**src/rtl/byte_assembler_pkg.sv**
```systemverilog
// Shared widths, fill-state type and lane placement helper for the byte assembler.
package byte_assembler_pkg;

  localparam int unsigned BYTE_W         = 8;
  localparam int unsigned WORD_W         = 32;
  localparam int unsigned BYTES_PER_WORD = 4;

  typedef enum logic [1:0] {
    FILL0 = 2'd0,
    FILL1 = 2'd1,
    FILL2 = 2'd2,
    FILL3 = 2'd3
  } fill_cnt_t;

  function automatic fill_cnt_t next_fill(input fill_cnt_t cur);
    fill_cnt_t nxt;
    nxt = FILL0;
    case (cur)
      FILL0:   nxt = FILL1;
      FILL1:   nxt = FILL2;
      FILL2:   nxt = FILL3;
      default: nxt = FILL0;
    endcase
    return nxt;
  endfunction

  // Write byte number idx (acceptance order) into its lane of word.
  function automatic logic [WORD_W-1:0] place_byte(
    input logic [WORD_W-1:0] word,
    input logic [BYTE_W-1:0] b,
    input logic [1:0]        idx,
    input bit                msb_first
  );
    logic [WORD_W-1:0] w;
    logic [1:0]        lane;
    w    = word;
    lane = msb_first ? 2'(BYTES_PER_WORD - 1 - 32'(idx)) : idx;
    w[BYTE_W*32'(lane) +: BYTE_W] = b;
    return w;
  endfunction

endpackage

```
**src/rtl/byte_assembler.sv**
```systemverilog
// Packs a stream of bytes into 32-bit words with valid/ready on both sides.
module byte_assembler
  import byte_assembler_pkg::*;
#(
  parameter bit MSB_FIRST = 1'b1
) (
  input  logic              clk,
  input  logic              reset,
  input  logic              in_valid,
  input  logic [BYTE_W-1:0] in_byte,
  output logic              in_ready,
  output logic              out_valid,
  output logic [WORD_W-1:0] out_word,
  input  logic              out_ready,
  output logic [1:0]        byte_cnt
);

  fill_cnt_t         state;
  logic [WORD_W-1:0] staging;
  logic              accept;
  logic              xfer;
  logic              complete;

  // Only the fourth byte can stall, and only while the held word is not leaving.
  assign in_ready = !((state == FILL3) && out_valid && !out_ready);
  assign accept   = in_valid && in_ready;
  assign xfer     = out_valid && out_ready;
  assign complete = accept && (state == FILL3);
  assign byte_cnt = state;

  always_ff @(posedge clk) begin
    if (reset) begin
      state     <= FILL0;
      staging   <= '0;
      out_word  <= '0;
      out_valid <= 1'b0;
    end else begin
      if (accept) begin
        state <= next_fill(state);
        if (state != FILL3) begin
          staging <= place_byte(staging, in_byte, state, MSB_FIRST);
        end
      end
      // A completion in the same cycle as a transfer replaces the word without a bubble.
      if (complete) begin
        out_word  <= place_byte(staging, in_byte, FILL3, MSB_FIRST);
        out_valid <= 1'b1;
      end else if (xfer) begin
        out_valid <= 1'b0;
      end
    end
  end

endmodule

```
**config.mk**
```make
export PLATFORM = sky130hd
export DESIGN_NAME = byte_assembler
export DESIGN_NICKNAME = d
export VERILOG_FILES = /design/src/rtl/byte_assembler_pkg.sv /design/src/rtl/byte_assembler.sv
export SDC_FILE = /design/constraint.sdc
export NUM_CORES = 1
export LEC_CHECK = 0
export CORE_MARGIN = 2
export CORE_UTILIZATION = 30
export DETAILED_ROUTE_END_ITERATION = 12
export PLACE_DENSITY = 0.51
export SETUP_SLACK_MARGIN = 0.3
export SKIP_LAST_GASP = 1
export SYNTH_ARGS = -nofsm -noshare
export SYNTH_HDL_FRONTEND = slang
export SYNTH_SLANG_ARGS = --single-unit
export TNS_END_PERCENT = 20
```
**constraint.sdc**
```tcl
create_clock -name clk -period 2 [get_ports clk]
set_input_delay 0.5 -clock clk [delete_from_list [all_inputs] [get_ports clk]]
set_output_delay 0.5 -clock clk [all_outputs]
set_load 0.05 [all_outputs]
```
# Word level (Yosys, flattened, before mapping)
# Cells that the tools add are included.
# W data, S select, Z words.
dict set report op_classes {
  addsub 2
  mul 0
  div_mod_pow 0
  order_cmp 0
  n_eq_ne 4
  shift 2
  n_mux 4
  bitwise_logic 0
  reduce_logical 10
}
# operator n
set op_table {}
lappend op_table {{$neg A5 Y34} 1}
lappend op_table {{$shift A8 B34 Y32 const A} 1}
lappend op_table {{$shiftx A8 B34 Y32} 1}
lappend op_table {{$bwmux W32} 1}
lappend op_table {{$pmux W2 S3} 1}
lappend op_table {{$logic_and A1 B1 Y1} 5}
lappend op_table {{$eq A2 B2 Y1 const B} 2}
lappend op_table {{$eq A2 B1 Y1 const B} 1}
lappend op_table {{$logic_not A1 Y1} 2}
lappend op_table {{$logic_not A2 Y1} 1}
lappend op_table {{$mux W1} 2}
lappend op_table {{$ne A2 B2 Y1 const B} 1}
lappend op_table {{$reduce_and A2 Y1} 1}
lappend op_table {{$reduce_bool A2 Y1} 1}
lappend op_table {{$sub A2 B2 Y2 const A} 1}
dict set report word_totals {
  ff_bits 67
  latchBits 0
  mem_bits_rw 0
  romBits 0
  wordCells 26
  mem_count 0
}

# Logic depth before layout (Yosys ltp)
dict set report depth {
  ltp_word 7
  mapped_depth 6
}

# Least setup slack after synthesis
# Ideal clock, no wire load.
dict set report synth_path {
  path_kind {register to output}
  startpoint {reg state[0] (netlist: byte_cnt[0])}
  endpoint {out in_ready}
  t_arrival_ns 1.435
  required_ns 1.500
  path_slack_ns 0.065
  path_stages_with_launch 4
  path_buffers 1
  cell_sequence {dfxtp_1 ha_1 buf_6 nand2_1}
}
dict set report synth_via {
  elab_chain_cells 4
}
# item line_no
set synth_rtl {}
lappend synth_rtl {{start: declaration} byte_assembler.sv:18} ;# fill_cnt_t state;
lappend synth_rtl {{start signal: assignment} byte_assembler.sv:39} ;# state <= next_fill(state);
lappend synth_rtl {{$eq A2 B2 Y1} byte_assembler.sv:25} ;# assign in_ready = !((state == FILL3) && out_valid && !out_ready);
lappend synth_rtl {{$logic_and A1 B1 Y1 (2 in a row)} byte_assembler.sv:25}
lappend synth_rtl {{$logic_not A1 Y1} byte_assembler.sv:25}
lappend synth_rtl {{end: declaration} byte_assembler.sv:11} ;# output logic in_ready,
# No other way between the ends.

# Worst setup path in the final report
dict set report layout_path {
  startpoint {reg out_word[29]}
  endpoint {out out_word[29]}
}
# item line_no
set layout_rtl {}
lappend layout_rtl {{start: declaration} byte_assembler.sv:13} ;# output logic [WORD_W-1:0] out_word,
lappend layout_rtl {{start signal: assignment} byte_assembler.sv:46} ;# out_word <= place_byte(staging, in_byte, FILL3, MSB_FIRST);
# No word-level cell between the ends.

==> flow_metrics.env <==
export IMPL_synth_ff_type="dfxtp_1"
export IMPL_synth_edff_count=0
export IMPL_synth_cells=286
export IMPL_drtIter0Drc=108
export IMPL_ys_ff_latch=59
export IMPL_critical_path_max_stage_delay_ps=530
export IMPL_port_buffers=47
export IMPL_cts_tree="yes"
export IMPL_die_area_mm2=0.00978
export IMPL_grt_usage_pct=14.5
export IMPL_syn_nets=303
export IMPL_antenna_found_initial=0
export IMPL_ant_nets=0
export IMPL_path_class="flip-flop to output port"
export IMPL_fillCellCount=892
export IMPL_clockRootBuffer="clkbuf_8"
export IMPL_tightest_slew_ps=484
export IMPL_cp_depth=1
export IMPL_yosys_area_top_type="dfxtp_1"
export IMPL_pin_count=48
export IMPL_path_buf_inv=1
export IMPL_fin_setup_tns_ps=0
export IMPL_vias=2126
export IMPL_synthesis_area_per_instance_um2=9.45
export IMPL_coreArea_mm2=0.00872
export IMPL_period_minus_slack_ps=1710
export IMPL_fin_util_pct=38.5
export IMPL_grt_pass1_vias=2165
export IMPL_required_ps=1500
export IMPL_synth_cell_types=26
export IMPL_vdd_drop_max_mv=0.416
export IMPL_finalCritPeriodShare_pct=85.7
export IMPL_avgViaCountPerCell=4.85
export IMPL_wirelength_um=6590
export IMPL_ff2ff_path_depth=6
export IMPL_finClkSkew_ps=11.0
export IMPL_end_kind="output port"
export IMPL_synth_common_cells="dfxtp_1, o21ai_0, a21oi_2, nand3_2"
export IMPL_yosysWarningCount=0
export IMPL_power_density_mw_per_mm2=755
export IMPL_status="complete, no violations"
export IMPL_cts_sink_count=59
export IMPL_clockBufferDepth=2
export IMPL_hold_depth=2
export IMPL_hold_viol=0
export IMPL_grt_pass1_wl_um=11300
export IMPL_critPathMaxFanout=2
export IMPL_multi_input_area_mm2=0.00132
export IMPL_busiest_layer="met2"
export IMPL_maxSlewHeadroom_pct=67.9
export IMPL_final_cells=438
export IMPL_grtUsageMet1_pct=19.6
export IMPL_yosysSeqAreaShare_pct=43.7
export IMPL_drc_errors=0
export IMPL_start_util_pct=31.0
export IMPL_die_y_um=98.9
export IMPL_die_x_um=98.9
export IMPL_drt_pass1_iterations=4
export IMPL_hold_path_class="flip-flop to flip-flop"
export IMPL_place_congestion=0.758
export IMPL_rsz0062_at_grt="true"
export IMPL_layout_area_seq_mm2=0.00119
export IMPL_post_place_cells=422
export IMPL_maxCapViolations=0
export IMPL_syn_area_mm2=0.00270
export IMPL_p_leak_nw=1.10
export IMPL_async_reset_ff_share_pct=0
export IMPL_fmax_mhz=583
export IMPL_crit_chain="dlygate4sd2_1"
export IMPL_fin_area_mm2=0.00335
export IMPL_cts_inserted_buffers=9
export IMPL_yosys_top_cells_area="dfxtp_1, nand3_2, a21oi_2"
export IMPL_cts_clk_slew_worst_paths_ps=60
export IMPL_cp_start_kind="flip-flop"
export IMPL_yosys_area_top_type_share_pct=43.7
export IMPL_synth_most_common_cell="dfxtp_1"
export IMPL_rows=34
export IMPL_finalSetupViolations=0
export IMPL_finalMaxSlewViolations=0
export IMPL_use_met3_pct=3.90
export IMPL_antenna_cells=0
export IMPL_htree_levels=3
export IMPL_use_met2_pct=22.1
export IMPL_cp_slowest_cell="dlygate4sd2_1"
export IMPL_worstPathArrival_ps=1210
export IMPL_cpLargestDelayFamily="buffers and inverters"
export IMPL_worstSkewPairLatency_ps=350
export IMPL_area_growth_pct=24.1
export IMPL_fin_nets=343
export IMPL_wl_per_cell_um=15.0
export IMPL_drive_gt1_share_pct=38.8
export IMPL_grt_overflow_total=0
export IMPL_place_hpwl_um=4410
export IMPL_dpl_cell_area_mm2=0.00313
export IMPL_grt_max_degree=61
## final timing paths
path	end	slack [ps]	start
worst max register to register	staging[15]$_SDFFE_PP0P_	450	byte_cnt[0]$_SDFFE_PP0N_
worst min-delay path	out_word[25]$_SDFFE_PP0P_	460	staging[25]$_SDFFE_PP0P_
worst max-delay path	out_word[29]	290	out_word[29]$_SDFFE_PP0P_
worst min register to register	out_word[25]$_SDFFE_PP0P_	460	staging[25]$_SDFFE_PP0P_
## routing by layer
| layer | vias up | wire length, um |
|---|---|---|
| met3 | 9 | 283 |
| met4 | 0 | 100 |
| met5 | - | 0 |
| li1 | 1072 | - |
| met1 | 1000 | 3140 |
| met2 | 45 | 3070 |
## cells by family after synthesis
| family | Yosys count | share of synthesized area [%] |
|---|---|---|
| AND/OR/NAND/NOR | 99 | 24.0 |
| multiplexers | 1 | 0.370 |
| flip-flops | 59 | 43.7 |
| AO/OA/AOI/OAI | 92 | 21.3 |
| buffers and inverters | 30 | 8.29 |
| adder cells (fa/ha/maj) | 5 | 2.31 |
## metrics by stage
| stage | power [mW] | setup WS, ps | hold slack (ps) |
|---|---|---|---|
| finish | 2.53 | 286 | 457 |
| global route | 2.63 | 218 | 471 |
| CTS | 2.56 | 271 | 460 |
| detailed placement | 1.46 | 65.0 | 454 |
| global placement | 1.46 | 82.0 | 446 |
| floorplan | 1.38 | 371 | 439 |
## area by class of cell
type,count,share of cell area [%]
Sequential cell,59,35.4
Multi-Input combinational cell,197,39.3
Clock inverter,2,1.04
Inverter,2,0.224
Timing Repair Buffer,57,15.3
Tap cell,108,4.03
Clock buffer,13,4.74
## registers in the layout (all words and copies together) (netlist names)
register and flops:
out_word 32, staging 24, out_valid 1, byte_cnt 2
## timing repair
item                                   CTS  global route
resized for setup                       10             1
setup buffers                            1             0
setup endpoints to repair                3            20
hold buffers                             0             0
endpoints found under the hold margin    0             0
## report_power, final
part,internal (mW),switching [mW],total [mW]
Combinational,0.0736,0.145,0.218
Sequential,1.20,0.0193,1.21
Clock,0.636,0.461,1.10
## layout by cell type (no fill, tap or decap), types with 2 or more instances in the layout
master           count
buf_12               4
buf_4               39
nand3_1             27
a21oi_2             30
clkbuf_8            11
nand3b_1             3
and3b_1              3
o21ai_0             33
clkdlybuf4s50_1      9
dfxtp_2              2
ha_1                 4
nor2b_1              2
dfxtp_1             56
inv_1                2
nand2b_1             3
nand3_2             30
clkbuf_1             2
dlygate4sd2_1        2
a21oi_1             27
nand2_1             25
## worst min-delay path, cell delays in order (launching register included)
cell     delay (ps)
dfxtp_1         320
nand3_2          60
a21oi_2          40
(Power assumes the default switching activity.)
==> patch: new RTL, same settings <==
Set the parameter `MSB_FIRST` to 1'b0 (it was 1'b1).
--- a/src/rtl/byte_assembler.sv
+++ b/src/rtl/byte_assembler.sv
@@ -4,3 +4,3 @@
 #(
-  parameter bit MSB_FIRST = 1'b1
+  parameter bit MSB_FIRST = 1'b0
 ) (
Formal check against the unedited RTL: not equivalent (a bounded check fails within 10 cycles, from zero or initial values and one cycle with reset high).
==> patch against the original RTL <==
- synthesized cell count down 7.3%
- core utilization is 2.9 points higher
- power rose by 4.5%
- area after synthesis is 13% lower
- die area down 13%
- wire length fell by 3.0%
- design area down 5.7%
- setup slack improved by 36 ps
- sequential cell count is the same
- worst hold slack worse by 2.5 ps
==> patch: results (changes against the original RTL) <==
| Metric | Value |
|---|---|
| Share of layout cells above drive strength 1 | 23.99% (-15 points) |
| # fillers | 801 (-10%) |
| Cell internal pwr | 2.006 mW (+5.3%) |
| WHS | 454.4 ps (-2.499 ps) |
| Final Critical Period | 1678 ps (-36.44 ps) |
| Count of cell types in the netlist | 27 (+3.8%) |
| GRT Overall Usage | 15.88% (+1.4 points) |
| Syn Nets | 283 (-6.6%) |
| Placement Setup Slack | 30.15 ps (-34.81 ps) |
| Leakage | 1.158 nW (+4.8%) |
| Via count | 2145 (+0.89%) |
| Placed cell areas | 2897 um2 (-7.4%) |
| Pin count of the biggest net entering global routing | 37 (-39%) |
| Clock Skew | 6.264 ps (-4.716 ps) |
| Hold path start | staging[10]$_SDFFE_PP0P_ |
| IR drop worst, VDD | 0.3406 mV (-18%) |
| Crit path arrival time | 1180 ps (-30 ps) |
| Placed insts | 402 (-4.7%) |
| Post-Layout Cell Count | 423 (-3.4%) |
| Postcts setup bufs | 4 (+3) |
| Routed len/inst | 15.11 um (+0.42%) |
| Slew margin rel. | 73.88% (+6.0 points) |
| Max Fanout on Critical Path | 4 (+2) |
| Synth top cells by count | 59 x dfxtp_1, 50 x a21oi_1, 48 x nand3_1, 31 x o21ai_0, 17 x nand2_1 |
| Register area share after synthesis | 50.37% (+6.7 points) |
| Starting DRT DRC Count | 143 (+32%) |
| Status | complete, no violations |
| Post-Synthesis Cells | 265 (-7.3%) |
| Nets | 334 (-2.6%) |
| Top post-synthesis cells by area | dfxtp_1 50%, a21oi_1 11%, nand3_1 10%, o21ai_0 6.6%, a32o_1 3.4% |
patch: changes by cell type in the layout (fill, tap and decap cells not counted), sizes merged, moves of 3 or more:
cell	delta
nand3	-9
clkbuf	-3
a21oi	-7
buf	+7
a32o	+8
nand2	-9
patch: path summary, 6_finish.rpt:
check                             end  depth (start not counted)
max                          in_ready                          3
min          staging[10]$_SDFFE_PP0P_                          2
max reg2reg   staging[4]$_SDFFE_PP0P_                          6
min reg2reg  staging[10]$_SDFFE_PP0P_                          2
patch: logic make-up (layout without fill, tap and decap cells):
logic type / count (synthesis) / in the layout / share of synthesized area (%)
adders and majority gates: 6 / 6 / 3.202
and+or+nand+nor: 82 / 82 / 20.22
AOI/OAI and AO/OA: 92 / 92 / 21.56
buffers and inverters: 26 / 82 / 4.643
DFF: 59 / 59 / 50.37
patch: worst max-delay path: stages (launching register included):
cell	delay (ps)
dfxtp_4	380
ha_4	130
nand3b_1	130
buf_12	190
patch: layout make-up:
type                            count  area (um2)  share of cell area, %
Inverter                            3       11.26                 0.3562
Timing Repair Buffer               63       539.3                  17.06
Clock buffer                       10       137.6                  4.353
Tap cell                          102       127.6                  4.036
Sequential cell                    59        1190                  37.63
Multi-Input combinational cell    180        1067                  33.76
Clock inverter                      6       88.84                  2.810
patch: power groups by stage:
stage / logic, mW / clock network [mW] / registers [mW]
2_1_floorplan: 0.105 / 0 / 1.25
3_5_place_dp: 0.205 / 0 / 1.23
6_report: 0.215 / 1.23 / 1.20
3_3_place_gp: 0.204 / 0 / 1.23
5_1_grt: 0.233 / 1.31 / 1.20
4_1_cts: 0.215 / 1.25 / 1.20
patch: routing by layer:
metal  up-vias  routed length [um]  track usage [%]
met5         -                   0                0
met4         0                 145            9.328
met3        12                 303            3.011
met2        44                2992            24.70
met1      1029                2951            20.47
li1       1060                   -                -
